File: config.mk
export PLATFORM = sky130hd
export DESIGN_NAME = fetch_unit_flat
export DESIGN_NICKNAME = d
export VERILOG_FILES = /design/src/rtl/fetch_unit_if.sv /design/src/rtl/fetch_unit.sv /design/src/flat_wrapper.sv
export SDC_FILE = /design/constraint.sdc
export NUM_CORES = 1
export LEC_CHECK = 0
export BUFFER_PORTS_ARGS = -buffer_cell sky130_fd_sc_hd__buf_4
export CAP_MARGIN = 20
export CELL_PAD_IN_SITES_DETAIL_PLACEMENT = 2
export CELL_PAD_IN_SITES_GLOBAL_PLACEMENT = 2
export CORE_ASPECT_RATIO = 0.9
export CORE_UTILIZATION = 29
export CTS_CLUSTER_SIZE = 24
export DETAILED_ROUTE_END_ITERATION = 8
export GPL_TIMING_DRIVEN = 1
export PLACE_DENSITY = 0.93
export RECOVER_POWER = 50
export SYNTH_ARGS = -nofsm -noshare
export SYNTH_HDL_FRONTEND = slang
export SYNTH_SLANG_ARGS = --single-unit
File: constraint.sdc
create_clock -name clk -period 3.3 [get_ports clk]
set_clock_uncertainty 0.15 [all_clocks]
set_input_delay 0.33 -clock clk [delete_from_list [all_inputs] [get_ports clk]]
set_output_delay 0.33 -clock clk [all_outputs]
set_load 0.005 [all_outputs]
File: src/rtl/fetch_unit_if.sv
// Bus between the fetch unit and its surroundings: the instruction memory
// port, the redirect/stall controls coming back from decode, and the IF/ID
// register plus status outputs.
//   master : the fetch unit (drives inst_addr, IF/ID fields, status)
//   slave  : memory + decode side (drives instr, stall and redirects)
interface fetch_unit_if;
  logic [31:0] inst_addr;
  logic [31:0] instr;
  logic        stall;
  logic        branch_taken;
  logic [31:0] branch_target;
  logic        jump;
  logic [25:0] jump_index;
  logic        jr;
  logic [31:0] jr_target;
  logic [31:0] if_instr;
  logic [31:0] if_pc;
  logic [31:0] if_pc_plus4;
  logic        if_valid;
  logic        halted;
  logic        misaligned;
  logic [31:0] fetch_count;

  modport master (
    output inst_addr, if_instr, if_pc, if_pc_plus4, if_valid,
           halted, misaligned, fetch_count,
    input  instr, stall, branch_taken, branch_target, jump, jump_index,
           jr, jr_target
  );

  modport slave (
    input  inst_addr, if_instr, if_pc, if_pc_plus4, if_valid,
           halted, misaligned, fetch_count,
    output instr, stall, branch_taken, branch_target, jump, jump_index,
           jr, jr_target
  );
endinterface

File: src/rtl/fetch_unit.sv
// Instruction fetch stage with IF/ID register.
// Drives inst_addr (PC, or EOF_ADDR once halted); the memory answers with
// instr in the same cycle and the word is captured into IF/ID on the next
// rising edge. Decode feeds back stall and redirects (jr > jump > branch).
// Ports:
//   clk   - sole clock, rising edge
//   rst_n - synchronous active-low reset, overrides everything
//   bus   - fetch_unit_if.master (memory port, redirects, IF/ID, status)
module fetch_unit #(
  parameter logic [31:0] RESET_PC   = 32'h0000_3000,
  parameter logic [31:0] EOF_ADDR   = 32'hFFFF_FFFF,
  parameter logic [5:0]  HLT_OPCODE = 6'h3F
) (
  input  logic            clk,
  input  logic            rst_n,
  fetch_unit_if.master    bus
);

  typedef enum logic {RUN, HALT} state_t;

  state_t      state;
  logic [31:0] pc;
  logic [31:0] if_instr;
  logic [31:0] if_pc;
  logic [31:0] if_pc_plus4;
  logic        if_valid;
  logic        misaligned;
  logic [31:0] fetch_count;

  logic [31:0] pc_plus4;
  logic        redirect;
  logic [31:0] redirect_target;

  function automatic logic [31:0] word_align(input logic [31:0] addr);
    return {addr[31:2], 2'b00};
  endfunction

  // Redirect selection; jump builds its target from the IF/ID sequential
  // address because the jump instruction itself sits in IF/ID.
  always_comb begin
    pc_plus4        = pc + 32'd4;
    redirect        = bus.jr | bus.jump | bus.branch_taken;
    redirect_target = bus.branch_target;
    if (bus.jr)
      redirect_target = bus.jr_target;
    else if (bus.jump)
      redirect_target = {if_pc_plus4[31:28], bus.jump_index, 2'b00};
  end

  always_ff @(posedge clk) begin
    if (!rst_n) begin
      state       <= RUN;
      pc          <= RESET_PC;
      if_instr    <= 32'h0;
      if_pc       <= 32'h0;
      if_pc_plus4 <= 32'h0;
      if_valid    <= 1'b0;
      misaligned  <= 1'b0;
      fetch_count <= 32'h0;
    end else if (!bus.stall) begin
      if (state == HALT) begin
        // The hlt already had its one valid cycle; only bubbles from now on.
        if_valid <= 1'b0;
      end else if (redirect) begin
        // Wrong-path word currently on instr is dropped (even a hlt).
        pc       <= word_align(redirect_target);
        if_valid <= 1'b0;
        if (redirect_target[1:0] != 2'b00)
          misaligned <= 1'b1;
      end else begin
        if_instr    <= bus.instr;
        if_pc       <= pc;
        if_pc_plus4 <= pc_plus4;
        if_valid    <= 1'b1;
        fetch_count <= fetch_count + 32'd1;
        pc          <= pc_plus4;
        if (bus.instr[31:26] == HLT_OPCODE)
          state <= HALT;
      end
    end
  end

  assign bus.inst_addr   = (state == HALT) ? EOF_ADDR : pc;
  assign bus.if_instr    = if_instr;
  assign bus.if_pc       = if_pc;
  assign bus.if_pc_plus4 = if_pc_plus4;
  assign bus.if_valid    = if_valid;
  assign bus.halted      = (state == HALT);
  assign bus.misaligned  = misaligned;
  assign bus.fetch_count = fetch_count;

endmodule

File: src/flat_wrapper.sv
// flat-port wrapper written by rule: the top's interface ports become plain ports
module fetch_unit_flat 
#(
  parameter logic [31:0] RESET_PC   = 32'h0000_3000,
  parameter logic [31:0] EOF_ADDR   = 32'hFFFF_FFFF,
  parameter logic [5:0]  HLT_OPCODE = 6'h3F
)
  (clk, rst_n, bus_inst_addr, bus_if_instr, bus_if_pc, bus_if_pc_plus4, bus_if_valid, bus_halted, bus_misaligned, bus_fetch_count, bus_instr, bus_stall, bus_branch_taken, bus_branch_target, bus_jump, bus_jump_index, bus_jr, bus_jr_target);
  fetch_unit_if bus_i ();
  input  logic clk;
  input  logic rst_n;
  output wire logic [$bits(bus_i.inst_addr)-1:0] bus_inst_addr;
  output wire logic [$bits(bus_i.if_instr)-1:0] bus_if_instr;
  output wire logic [$bits(bus_i.if_pc)-1:0] bus_if_pc;
  output wire logic [$bits(bus_i.if_pc_plus4)-1:0] bus_if_pc_plus4;
  output wire logic [$bits(bus_i.if_valid)-1:0] bus_if_valid;
  output wire logic [$bits(bus_i.halted)-1:0] bus_halted;
  output wire logic [$bits(bus_i.misaligned)-1:0] bus_misaligned;
  output wire logic [$bits(bus_i.fetch_count)-1:0] bus_fetch_count;
  input wire logic [$bits(bus_i.instr)-1:0] bus_instr;
  input wire logic [$bits(bus_i.stall)-1:0] bus_stall;
  input wire logic [$bits(bus_i.branch_taken)-1:0] bus_branch_taken;
  input wire logic [$bits(bus_i.branch_target)-1:0] bus_branch_target;
  input wire logic [$bits(bus_i.jump)-1:0] bus_jump;
  input wire logic [$bits(bus_i.jump_index)-1:0] bus_jump_index;
  input wire logic [$bits(bus_i.jr)-1:0] bus_jr;
  input wire logic [$bits(bus_i.jr_target)-1:0] bus_jr_target;
  assign bus_inst_addr = bus_i.inst_addr;
  assign bus_if_instr = bus_i.if_instr;
  assign bus_if_pc = bus_i.if_pc;
  assign bus_if_pc_plus4 = bus_i.if_pc_plus4;
  assign bus_if_valid = bus_i.if_valid;
  assign bus_halted = bus_i.halted;
  assign bus_misaligned = bus_i.misaligned;
  assign bus_fetch_count = bus_i.fetch_count;
  assign bus_i.instr = bus_instr;
  assign bus_i.stall = bus_stall;
  assign bus_i.branch_taken = bus_branch_taken;
  assign bus_i.branch_target = bus_branch_target;
  assign bus_i.jump = bus_jump;
  assign bus_i.jump_index = bus_jump_index;
  assign bus_i.jr = bus_jr;
  assign bus_i.jr_target = bus_jr_target;
  fetch_unit #(.RESET_PC(RESET_PC), .EOF_ADDR(EOF_ADDR), .HLT_OPCODE(HLT_OPCODE)) u_core (.clk(clk), .rst_n(rst_n), .bus(bus_i));
endmodule
==> impl_metrics.ini <==
[status]
run_status = completed

[yosys]
synth_fa_ha_area_share_pct = 0.3082
synth_xor_xnor_area_share_pct = 2.265
synth.yosys.seq_area_share_pct = 38.71
netlist-cell-type-count = 62
ys_async_sr_fraction_pct = 0
post_synth_mux_area_share_pct = 1.603
synth_simple_gate_area_share_pct = 26.65
synth_register_bits = 157
yosysTopAreaCell = dfxtp_1
synthDominantCellAreaShare_pct = 38.71
syn_inst = 1057
largest_family_of_logic_cells_by_synthesized_area = simple AND/OR/NAND/NOR gates
ys_dominant_reg_cell = dfxtp_1
total_of_warnings_raised_by_yosys = 0
mappedNetlistArea_mm2 = 0.008119
top_cells_by_area_synth = dfxtp_1 39%, nand2_1 8.6%, a21oi_1 6.3%
synth_edf_count = 0
synth_area_per_cell_um2 = 7.681
synth_area_in_compound_gates_pct = 23.15

[timing]
grt_setup_unrepaired = no
setup_tns_ns = 0
finalSetupViolCount = 0
finalMaxSlewViolations = 0
timing_worst_slew_pin_value_ns = 1.169
fin_crit_sh_pct = 88.68
final-hold-violation-count = 0
worst_hold_slack_ns = 0.009002
achievable-frequency_ghz = 0.3417
finalWorstPathRequiredPeriod_ns = 2.926
worst_slew_margin_rel_pct = 22.06

[final_layout]
drive_above_1_share_pct = 24.37
antenna_cells_inserted = 0
postLayoutCellArea_mm2 = 0.01106
fin_nets = 1427
area_growth_pct = 36.26
final_core_utilization_pct = 40.61

[cts]
cts.path.max_buffers = 2
clockRootBuffer = clkbuf_16
insertion_delay_ns = 0.44
clk_pin_slew_worst_paths_ns = 0.07
cts_inserted_buffers = 17
tritoncts = yes
clock_h_tree_levels = 4
cts_resized = 0
tritoncts_num_sinks = 157

[critical_path]
timing_worst_setup_path_type = reg -> reg
critical-path-slowest-cell = nor2_1
critPathArrivalTime_ns = 3.08
regToRegEndpoint = u_core.bus.if_pc_plus4[18]
critPathMaxFanout = 32
start_kind = flip-flop
crit_buf_inv = 2
crit_path_cell_trace = buf_4 -> nor2_1 -> clkbuf_1 -> nand3_1 -> nor3_1 -> nor3_1
worst-r2r-cell-count = 6
crit_family = simple AND/OR/NAND/NOR gates
slowest_delay_ns = 0.72
rr_startpoint = u_core.bus.halted
timing.critical_path.required_ns = 3.45
worstSetupEndpointType = flip-flop
cell_mode_on_critical_path = nor3_1
reg2reg_setup_slack_ns = 0.37

[placed_design]
io_buffer_count = 286
placed_inst_area_mm2 = 0.01053
routabilityCongestion = 0.7798
place.detailed.hpwl_mm = 27.34

[grt]
grt_pass1_vias = 10010
total_global_routing_overflow = 0
overall_routing_resource_usage_pct = 27.04
grt_max_degree = 56
global_route_wire_length_before_repair_mm = 59.51
antenna_found_initial = 0

[floorplanning]
area_of_the_core_mm2 = 0.02724
fp-row-count = 57
die-width_um = 178.4
top_level_ports = 291
die_area_mm2 = 0.02867
die_height_um = 160.7
floorplan.initialDensity_pct = 29.80

[power_and_ir_drop]
power_density_mw_per_mm2 = 435.8
report.power.total_w = 0.004822
clkPwrFrac_pct = 45.0
power.ir.vdd_worst_v = 0.0002915
seq_power_share_pct = 42.6
power.net_switching_w = 0.001301
internal_power_w = 0.003520
comb_power_share_pct = 12.4
static-leakage-power_nw = 4.140
netSwitchingFraction_pct = 26.99

[flow_run]
max_cap_violations = 0

[worst_hold_path]
worst_hold_path.num_cells = 3
timing.hold.worst_endpoint = u_core.bus.if_instr[14]
hp-start = bus_instr[14]
worstHoldPathType = in -> reg

[drt]
route.detailed.vias_per_inst = 5.709
routedWlPerCell_um = 23.95
drc = 0
detailedRoute.firstPassIterationCount = 5
ant_nets = 0
drtIter0Drc = 572
vias = 9494
drt_wl_total_mm = 39.83
-- logic make-up after synthesis --
group | Yosys count
adder cells (fa/ha/maj) | 2
flip-flops | 157
other | 1
XOR/XNOR | 21
buffers and inverters | 136
AND/OR/NAND/NOR | 432
AO/OA/AOI/OAI | 295
multiplexers | 13
-- how the worst max path moves through the flow --
| stage | slack [ns] | depth (start not counted) | endpoint | from |
|---|---|---|---|---|
| after floorplan | 1.14 | 6 | u_core.bus.if_pc_plus4[26] | u_core.pc[2] |
| after global placement | 0.71 | 5 | u_core.pc[30] | u_core.pc[16] |
| after detailed placement | 0.58 | 6 | u_core.bus.if_pc_plus4[20] | bus_jr |
| after CTS | 0.53 | 4 | u_core.bus.if_pc_plus4[26] | u_core.pc[16] |
| after global routing | 0.30 | 6 | u_core.bus.if_pc_plus4[18] | u_core.bus.halted |
| final | 0.37 | 6 | u_core.bus.if_pc_plus4[18] | u_core.bus.halted |
-- sequential cells by signal (all words and copies together), names as in the netlist --
name                    flops
u_core.bus.if_instr        32
u_core.bus.misaligned       1
u_core.bus.if_pc_plus4     30
u_core.bus.halted           1
u_core.bus.if_valid         1
u_core.pc                  30
u_core.bus.fetch_count     32
u_core.bus.if_pc           30
-- routing by layer --
metal	track usage, %	wire (µm)
met5	0	0
met4	9.707	1006
met3	6.368	3052
met1	34.67	17250
met2	43.92	18510
-- area by class of cell --
class	instances	area, µm²
inverter	20	76.32
sequential	157	3143
multi-input combinational	767	4419
clock inverter	12	186.4
fill	3149	16180
clock buffer	19	442.9
timing repair buffer	334	2352
tap	354	442.9
-- Yosys cell counts, drive strengths merged (4+ instances only) --
| cell type | number |
|---|---|
| a211oi | 8 |
| a21oi | 103 |
| a221o | 5 |
| a221oi | 9 |
| a311oi | 4 |
| a31oi | 22 |
| and3 | 10 |
| and4 | 10 |
| buf | 36 |
| clkbuf | 80 |
| dfxtp | 157 |
| inv | 19 |
| mux2i | 13 |
| nand2 | 185 |
| nand2b | 12 |
| nand3 | 42 |
| nand3b | 8 |
| nand4 | 18 |
| nor2 | 37 |
| nor2b | 8 |
| nor3 | 19 |
| nor4 | 17 |
| o2111ai | 4 |
| o211ai | 7 |
| o21ai | 63 |
| o221ai | 4 |
| o22ai | 4 |
| o311ai | 12 |
| o31ai | 8 |
| o32a | 6 |
| o41ai | 12 |
| or2 | 31 |
| or3 | 14 |
| or4 | 12 |
| xnor2 | 16 |
| xor2 | 5 |
-- repair_timing --
action | 4_1_cts | 5_1_grt
hold buffers | 16 | 0
hold endpoints to repair | 16 | 0
buffers inserted | 0 | 0
-- worst min-delay path, delay by kind of cell --
family / cells / cell delay, ns
buf+inv: 1 / 0.11
simple gates: 1 / 0.05
compound gates: 1 / 0.05
-- metrics by stage --
step | std cells | setup slack [ns]
floorplan | 1060 | 1.137
global placement | 1615 | 0.7079
detailed placement | 1615 | 0.5809
CTS | 1662 | 0.5254
global route | 1663 | 0.3018
finish | 1663 | 0.3736
-- cell usage in the layout, fill, tap and decap left out, types with 10 or more instances in the layout --
cell type,synthesis,final
nand4_1,18,18
nand2b_1,12,12
mux2i_1,13,13
a31oi_1,22,22
or4_1,12,12
or3_1,14,13
clkbuf_16,0,17
nor4_1,16,15
nor3_1,19,18
and3_1,10,10
nor2_1,37,36
clkbuf_4,0,78
or2_2,31,30
nand3_1,41,41
a21oi_1,103,103
clkbuf_1,80,67
buf_4,12,166
inv_1,18,18
dlygate4sd3_1,0,16
o21ai_0,63,63
and4_1,10,10
o41ai_1,12,12
dfxtp_1,157,157
xnor2_1,16,16
nand2_1,185,184
o311ai_0,12,12
-- power groups by stage --
stage	Combinational [W]	Sequential (W)	Clock, W
2_1_floorplan	0.000312	0.00202	0
3_3_place_gp	0.000570	0.00208	0
3_5_place_dp	0.000590	0.00209	0
4_1_cts	0.000619	0.00205	0.00220
5_1_grt	0.000646	0.00206	0.00228
6_report	0.000599	0.00205	0.00217
Note: power is estimated with default switching activity, not from simulation.
